<file path="config.mk">
export PLATFORM = sky130hd
export DESIGN_NAME = microstore_sequencer
export DESIGN_NICKNAME = d
export VERILOG_FILES = /design/src/rtl/mseq_pkg.sv /design/src/rtl/mseq_status_mux.sv /design/src/rtl/microstore_sequencer.sv
export SDC_FILE = /design/constraint.sdc
export NUM_CORES = 1
export LEC_CHECK = 0
export CORE_ASPECT_RATIO = 1.75
export CORE_UTILIZATION = 27
export CTS_CLUSTER_SIZE = 20
export DETAILED_ROUTE_END_ITERATION = 8
export GPL_TIMING_DRIVEN = 1
export HOLD_SLACK_MARGIN = 0.15
export PLACE_DENSITY = 0.57
export SLEW_MARGIN = 20
export SYNTH_ARGS = -nofsm -noshare
export SYNTH_HDL_FRONTEND = slang
export SYNTH_HIERARCHICAL = 1
export SYNTH_SLANG_ARGS = --single-unit
export TNS_END_PERCENT = 10
</file>
<file path="constraint.sdc">
create_clock -name clk -period 3 [get_ports clk]
set_clock_uncertainty 0.2 [all_clocks]
set_input_delay 0.6 -clock clk [delete_from_list [all_inputs] [get_ports clk]]
set_output_delay 0.6 -clock clk [all_outputs]
set_load 0.01 [all_outputs]
</file>
<file path="src/rtl/mseq_pkg.sv">
// rtl/mseq_pkg.sv - shared codes and defaults for the microstore next-state sequencer
package mseq_pkg;

    localparam int DEF_STATE_W = 7;

    typedef enum logic [2:0] {
        N_ENC    = 3'b000,
        N_INC    = 3'b001,
        N_LIT    = 3'b010,
        N_BRANCH = 3'b011,
        N_WAIT   = 3'b100,
        N_CALL   = 3'b101,
        N_RET    = 3'b110,
        N_FETCH  = 3'b111
    } nsel_e;

    typedef enum logic [1:0] {
        COND_MOC  = 2'b00,
        COND_CND  = 2'b01,
        COND_ONE  = 2'b10,
        COND_ZERO = 2'b11
    } cond_e;

endpackage

</file>
<file path="src/rtl/mseq_status_mux.sv">
// rtl/mseq_status_mux.sv - selects and optionally inverts the status bit tested by the microword
module mseq_status_mux
    import mseq_pkg::*;
(
    input  logic [1:0] cond_sel,
    input  logic       inv,
    input  logic       moc,
    input  logic       cond,
    output logic       status
);

    logic raw;

    always_comb begin
        raw = 1'b0;
        case (cond_e'(cond_sel))
            COND_MOC:  raw = moc;
            COND_CND:  raw = cond;
            COND_ONE:  raw = 1'b1;
            COND_ZERO: raw = 1'b0;
            default:   raw = 1'b0;
        endcase
        status = raw ^ inv;
    end

endmodule

</file>
<file path="src/rtl/microstore_sequencer.sv">
// rtl/microstore_sequencer.sv - control-state register and next-state selection for the microstore
// Optional wait watchdog enabled by defining WATCHDOG_EN.
module microstore_sequencer
    import mseq_pkg::*;
#(
    parameter int STATE_W     = DEF_STATE_W,
    parameter int FETCH_STATE = 0,
    parameter int FAULT_STATE = 2,
    parameter int TIMEOUT     = 255
) (
    input  logic               clk,
    input  logic               reset,
    input  logic [STATE_W-1:0] enc_state,
    input  logic [STATE_W-1:0] cr_field,
    input  logic [2:0]         n_sel,
    input  logic               inv,
    input  logic [1:0]         cond_sel,
    input  logic               moc,
    input  logic               cond,
    output logic [STATE_W-1:0] state,
    output logic               stall,
    output logic               seq_err,
    output logic               wd_fault
);

    localparam logic [STATE_W-1:0] FETCH_C = FETCH_STATE[STATE_W-1:0];

    logic               status;
    logic [STATE_W-1:0] state_inc;
    logic [STATE_W-1:0] ret_reg;
    logic               ret_valid;

    mseq_status_mux u_status (
        .cond_sel (cond_sel),
        .inv      (inv),
        .moc      (moc),
        .cond     (cond),
        .status   (status)
    );

    // Natural STATE_W-bit wrap gives 127+1 -> 0 for both the step and the call push.
    assign state_inc = state + {{(STATE_W-1){1'b0}}, 1'b1};

    always_comb begin
        stall = 1'b0;
        if (!reset && (nsel_e'(n_sel) == N_WAIT))
            stall = !status;
    end

`ifdef WATCHDOG_EN
    localparam logic [STATE_W-1:0] FAULT_C   = FAULT_STATE[STATE_W-1:0];
    localparam logic [7:0]         TIMEOUT_C = TIMEOUT[7:0];

    logic [7:0] wd_cnt;
    logic       wd_trip;

    assign wd_trip = stall && (wd_cnt == TIMEOUT_C);
`else
    logic wd_trip;

    assign wd_trip  = 1'b0;
    assign wd_fault = 1'b0;
`endif

    always_ff @(posedge clk) begin
        if (reset) begin
            state     <= FETCH_C;
            ret_reg   <= '0;
            ret_valid <= 1'b0;
            seq_err   <= 1'b0;
`ifdef WATCHDOG_EN
            wd_fault  <= 1'b0;
            wd_cnt    <= '0;
`endif
        end else if (wd_trip) begin
`ifdef WATCHDOG_EN
            state    <= FAULT_C;
            wd_fault <= 1'b1;
            wd_cnt   <= '0;
`endif
        end else begin
`ifdef WATCHDOG_EN
            wd_cnt <= stall ? wd_cnt + 8'd1 : 8'd0;
`endif
            case (nsel_e'(n_sel))
                N_ENC:    state <= enc_state;
                N_INC:    state <= state_inc;
                N_LIT:    state <= cr_field;
                N_BRANCH: state <= status ? cr_field : state_inc;
                N_WAIT:   state <= status ? state_inc : state;
                N_CALL: begin
                    // A nested call simply replaces the single saved return point.
                    ret_reg   <= state_inc;
                    ret_valid <= 1'b1;
                    state     <= cr_field;
                end
                N_RET: begin
                    ret_valid <= 1'b0;
                    if (ret_valid) begin
                        state <= ret_reg;
                    end else begin
                        state   <= FETCH_C;
                        seq_err <= 1'b1;
                    end
                end
                N_FETCH:  state <= FETCH_C;
                default:  state <= FETCH_C;
            endcase
        end
    end

endmodule

</file>
* Yosys cells after proc, flatten, opt, wreduce, memory -nomap -nowiden
Cells that the tools add are included.
** Storage, ports and cells
- Register bits :: 16
- Bits in latches :: 0
- Bits in writable memories :: 0
- Memory bits (read-only) :: 0
- Bits of input ports :: 24
- Output and inout bits :: 10
- Word-level logic and storage cells :: 33
- Memories :: 0
** Operators by class
- Add/sub/neg operators :: 1
- $mul :: 0
- Div/mod/pow operators :: 0
- $lt $le $gt $ge :: 0
- Equal/unequal tests :: 11
- Shift operators :: 0
- Muxes and demuxes :: 7
- Bitwise gates (word level) :: 2
- Reductions and logical operators :: 8
** Operators with widths (number)
- one-hot mux 7 bit (7 select lines) :: 1
- 2-to-1 mux 7 bit :: 3
- == test 3 bit (second input constant) :: 4
- adder 7 x 1 -> 7 bit (second input constant) :: 1
- == test 3 x 2 -> 1 bit (second input constant) :: 2
- == test 2 bit (second input constant) :: 2
- one-hot mux 1 bit (4 select lines) :: 1
- == test 3 x 1 -> 1 bit (second input constant) :: 1
- logical NOT 3 bit :: 1
- == test 2 x 1 -> 1 bit (second input constant) :: 1
- logical NOT 1 bit :: 2
- logical NOT 2 bit :: 1
- != test 2 bit (second input constant) :: 1
- one-hot mux 1 bit (2 select lines) :: 1
- AND reduction 2 bit :: 1
- nonzero test 2 bit :: 1
- OR reduction 2 bit :: 1
- logical AND 1 bit :: 1
- 2-to-1 mux 1 bit :: 1
- inverter 1 bit :: 1
- XOR 1 bit :: 1

* Longest topological paths before layout
- Word-level depth :: 5
- Depth in mapped cells :: 7
- Mapped depth without buffers :: 7

* Cells and area by module
The synthesis kept the hierarchy.
** By module, submodules not included
- microstore_sequencer :: instances 1, cells each 142, area an instance 1136.1 um^2, seq. area each 320.3 um^2
- mseq_status_mux :: instances 1, cells each 4, area an instance 32.5 um^2, seq. area each 0.0 um^2

* Worst setup path before layout
OpenSTA, ideal clock, no wires.
- Path kind :: input to output
- Start :: input port cond_sel[0]
- End :: output port stall
- Arrival time :: 1.690 ns
- Required time :: 2.200 ns
- Slack :: 0.510 ns
- Stages on the path :: 5
- Buffers on the path :: 0
- Cell sequence :: nor3_1 > a21oi_1 > xor2_1 > or4b_4 > nor2_8
** Between the ends
- Cells in the longest elaborated chain, start to end :: 5
- Elaborated cells on any way between the ends :: 8
- Classes of those cells :: eq/ne: 3; mux: 2; bitwise: 1; reduce/logical: 2
** RTL lines
- start: declaration :: line microstore_sequencer.sv:17 : input logic [1:0] cond_sel,
- == test 2 bit, or another cell as far along :: line mseq_status_mux.sv:16 : case (cond_e'(cond_sel))
- one-hot mux 1 bit (4 select lines) * :: line mseq_status_mux.sv:16
- XOR 1 bit * :: line mseq_status_mux.sv:23 : status = raw ^ inv;
- via status :: line microstore_sequencer.sv:28 : logic status;
- logical NOT 1 bit * :: line microstore_sequencer.sv:47 : stall = !status;
- 2-to-1 mux 1 bit * :: line microstore_sequencer.sv:46 : if (!reset && (nsel_e'(n_sel) == N_WAIT))
- end: declaration :: line microstore_sequencer.sv:21 : output logic stall,
Mark *: on every way through the listed nets, which the timed path passes. The rest lies on a longest branch.

* Worst setup path after layout
- Start :: input port cond_sel[1]
- End :: output port stall
Same word-level chain as after synthesis.

==> reports/results.ini <==
[pwr]
power.share.clock = 0.321
p_per_area_nw_per_um2 = 380.1
power.total_uw = 609.7
p_leak_uw = 0.0005821
pwr-share-comb = 0.274
p_seq_frac = 0.405
power.internal_uw = 434.2
ir_drop_mv = 0.1847
switching_share = 0.2878
power_switching_uw = 175.5

[clock_network]
cts.sinks = 16
clk_pin_slew_worst_paths_ns = 0.07
ctsHoldBuffers = 0
cts_buffer_depth = 2
cts_max_level = 1
clk_latency_ns = 0.26
cts_buffers = 3
cts_tree = built
cts_root_buf = clkbuf_8

[sta]
period_minus_slack_ns = 2.890
fmax_mhz = 346.0
setup_viol = 0
period_share = 0.9633
rsz0062_at_grt = false
slew_violations = 0
hold_viol = 0
layout_setup_ws_ns = 0.1101

[grt]
grt-ovfl-total = 0
grt_pass1_vias = 1276
track_usage = 0.1703
grt_first_pass_wirelength_mm = 5.837
grt_max_degree = 22
grt_antenna_before_repair = 0

[min_path]
min_path_type = reg -> reg

[placement]
gp_congestion = 0.8483
numPortBuffers = 32
hpwl_mm = 2.588
pre_cts_ws_ns = -0.4745

[die]
die_w_um = 51.73
io_pins = 34
start_util = 0.2816
die_y_um = 89.03
core.rowCount = 31
dieArea_um2 = 4606
design.core.area_um2 = 4150

[yosys]
synthCells = 146
synth-async-reset-ratio = 0
synth_edf_count = 0
synth.avg_cell_area_um2 = 8.004
synth_ff_type = dfxtp_1
synth_area_um2 = 1169
ys_seq_area_frac = 0.2741
synth_nets = 171
yosys_warnings = 6
yosys_register_bits = 16
ys_types = 45

[drt]
vias = 1198
drc = 0
ant_nets = 0
wl_per_cell_um = 15.26
drtPass1Iterations = 6
wl_mm = 3.479
first_iter_violations = 23
vias_per_cell = 5.254

[finish]
area_growth_pct = 37.26
nets = 205
drive_above_1_share = 0.1341
num_antenna_cells = 0

[outcome]
outcome = completed

[job]
max_cap_viol_count = 0

[critical_path]
start_kind = input port
path_class = in -> out
cp-end-kind = primary output
arrival_ns = 2.09
cp_max_fo = 2
cp_data_required_time_ns = 2.20

## synthesized netlist by cell type (2+ instances only)
library cell,n,share of area
a211oi_1,9,0.058
a21o_1,3,0.019
a21oi_1,8,0.034
a221oi_1,2,0.015
a222oi_1,3,0.026
and2_1,4,0.021
buf_2,4,0.017
buf_4,3,0.019
clkbuf_1,3,0.0096
dfxtp_1,16,0.27
mux2i_1,2,0.017
nand2_1,8,0.026
nand2b_1,8,0.043
nand3_1,7,0.030
nand3b_1,3,0.019
nand4b_1,3,0.022
nor2_1,21,0.067
nor2b_1,3,0.016
o211ai_1,2,0.013
o21ai_0,5,0.021
xnor2_1,4,0.030
xor2_1,2,0.015
## per-stage QoR
stage | util | instances | hold slack (ns) | setup TNS, ns | instance area (um2)
2_1_floorplan | - | 146 | 0.2592 | 0 | 1169
3_3_place_gp | 0.3711 | 223 | 0.2703 | -0.4551 | 1540
3_5_place_dp | 0.3711 | 223 | 0.2759 | -0.4920 | 1540
4_1_cts | 0.3865 | 228 | 0.2919 | 0 | 1604
5_1_grt | 0.3865 | 228 | 0.3272 | 0 | 1604
6_report | 0.3865 | 228 | 0.2869 | 0 | 1604
## cells by family after synthesis
kind of cell | count (synthesis) | share of synthesized area
adders and majority gates | 1 | 0.01070
xor gates and xnor gates | 6 | 0.04497
muxes | 3 | 0.02998
other | 1 | 0.003209
AOI/OAI and AO/OA | 38 | 0.2366
DFF | 16 | 0.2741
buffers and inverters | 14 | 0.06637
and+or+nand+nor | 67 | 0.3341
## final cells by class
| type | instances | area, um2 |
|---|---|---|
| inverters | 2 | 7.507 |
| flip-flops and latches | 16 | 320.3 |
| well taps | 49 | 61.31 |
| repair buffers | 41 | 384.1 |
| fillers | 437 | 2546 |
| clock buffers | 4 | 55.05 |
| multi-input cells | 116 | 775.7 |
## placed cells by master, fill, tap and decap left out, drive strengths merged, types with 2 or more instances in the layout
cell type and count:
a221oi 2, a21o 3, xnor2 4, dlygate4sd2 4
inv 2, o211ai 2, a21oi 9, nor2b 3
o21ai 5, nand4b 3, clkdlybuf4s50 27, xor2 2
nand2b 9, buf 10, clkbuf 4, a222oi 3
mux2i 2, and2 4, dfxtp 16, nand3b 3
a211oi 9, nor3b 2, nor2 22, nand2 8
nand3 7
## routing by layer
layer,share of wire,vias up,GRT usage
met2,0.53,38,0.3188
met4,0.044,0,0.1130
met5,0,-,0
li1,-,593,-
met3,0.030,12,0.01701
met1,0.39,555,0.1723
## path summary, 6_finish.rpt
path | startpoint | endpoint | slack (ns) | cells past startpoint
worst max register to register | state[0] | state[4] | 1.21 | 5
worst min-delay path | seq_err | seq_err | 0.29 | 2
worst min register to register | seq_err | seq_err | 0.29 | 2
worst max-delay path | cond_sel[1] | stall | 0.11 | 7
## power by group through the flow
stage	clock [uW]	combinational, uW	sequential, uW
3_3_place_gp	0	166	251
2_1_floorplan	0	93.9	246
4_1_cts	198	168	246
6_report	196	167	247
3_5_place_dp	0	167	251
5_1_grt	209	184	249
## critical path, cell delays in order
cell	delay [ns]
dlygate4sd2_1	0.26
nand2b_4	0.14
a21oi_1	0.16
xor2_1	0.10
or4b_4	0.58
nor2_8	0.13
buf_6	0.10
## timing repair
action | CTS | global route
setup buffers | 1 | 0
hold endpoints to repair | 0 | 0
endpoints found under the setup margin | 1 | 0
gates resized for setup | 10 | 0
(Power assumes the default switching activity.)
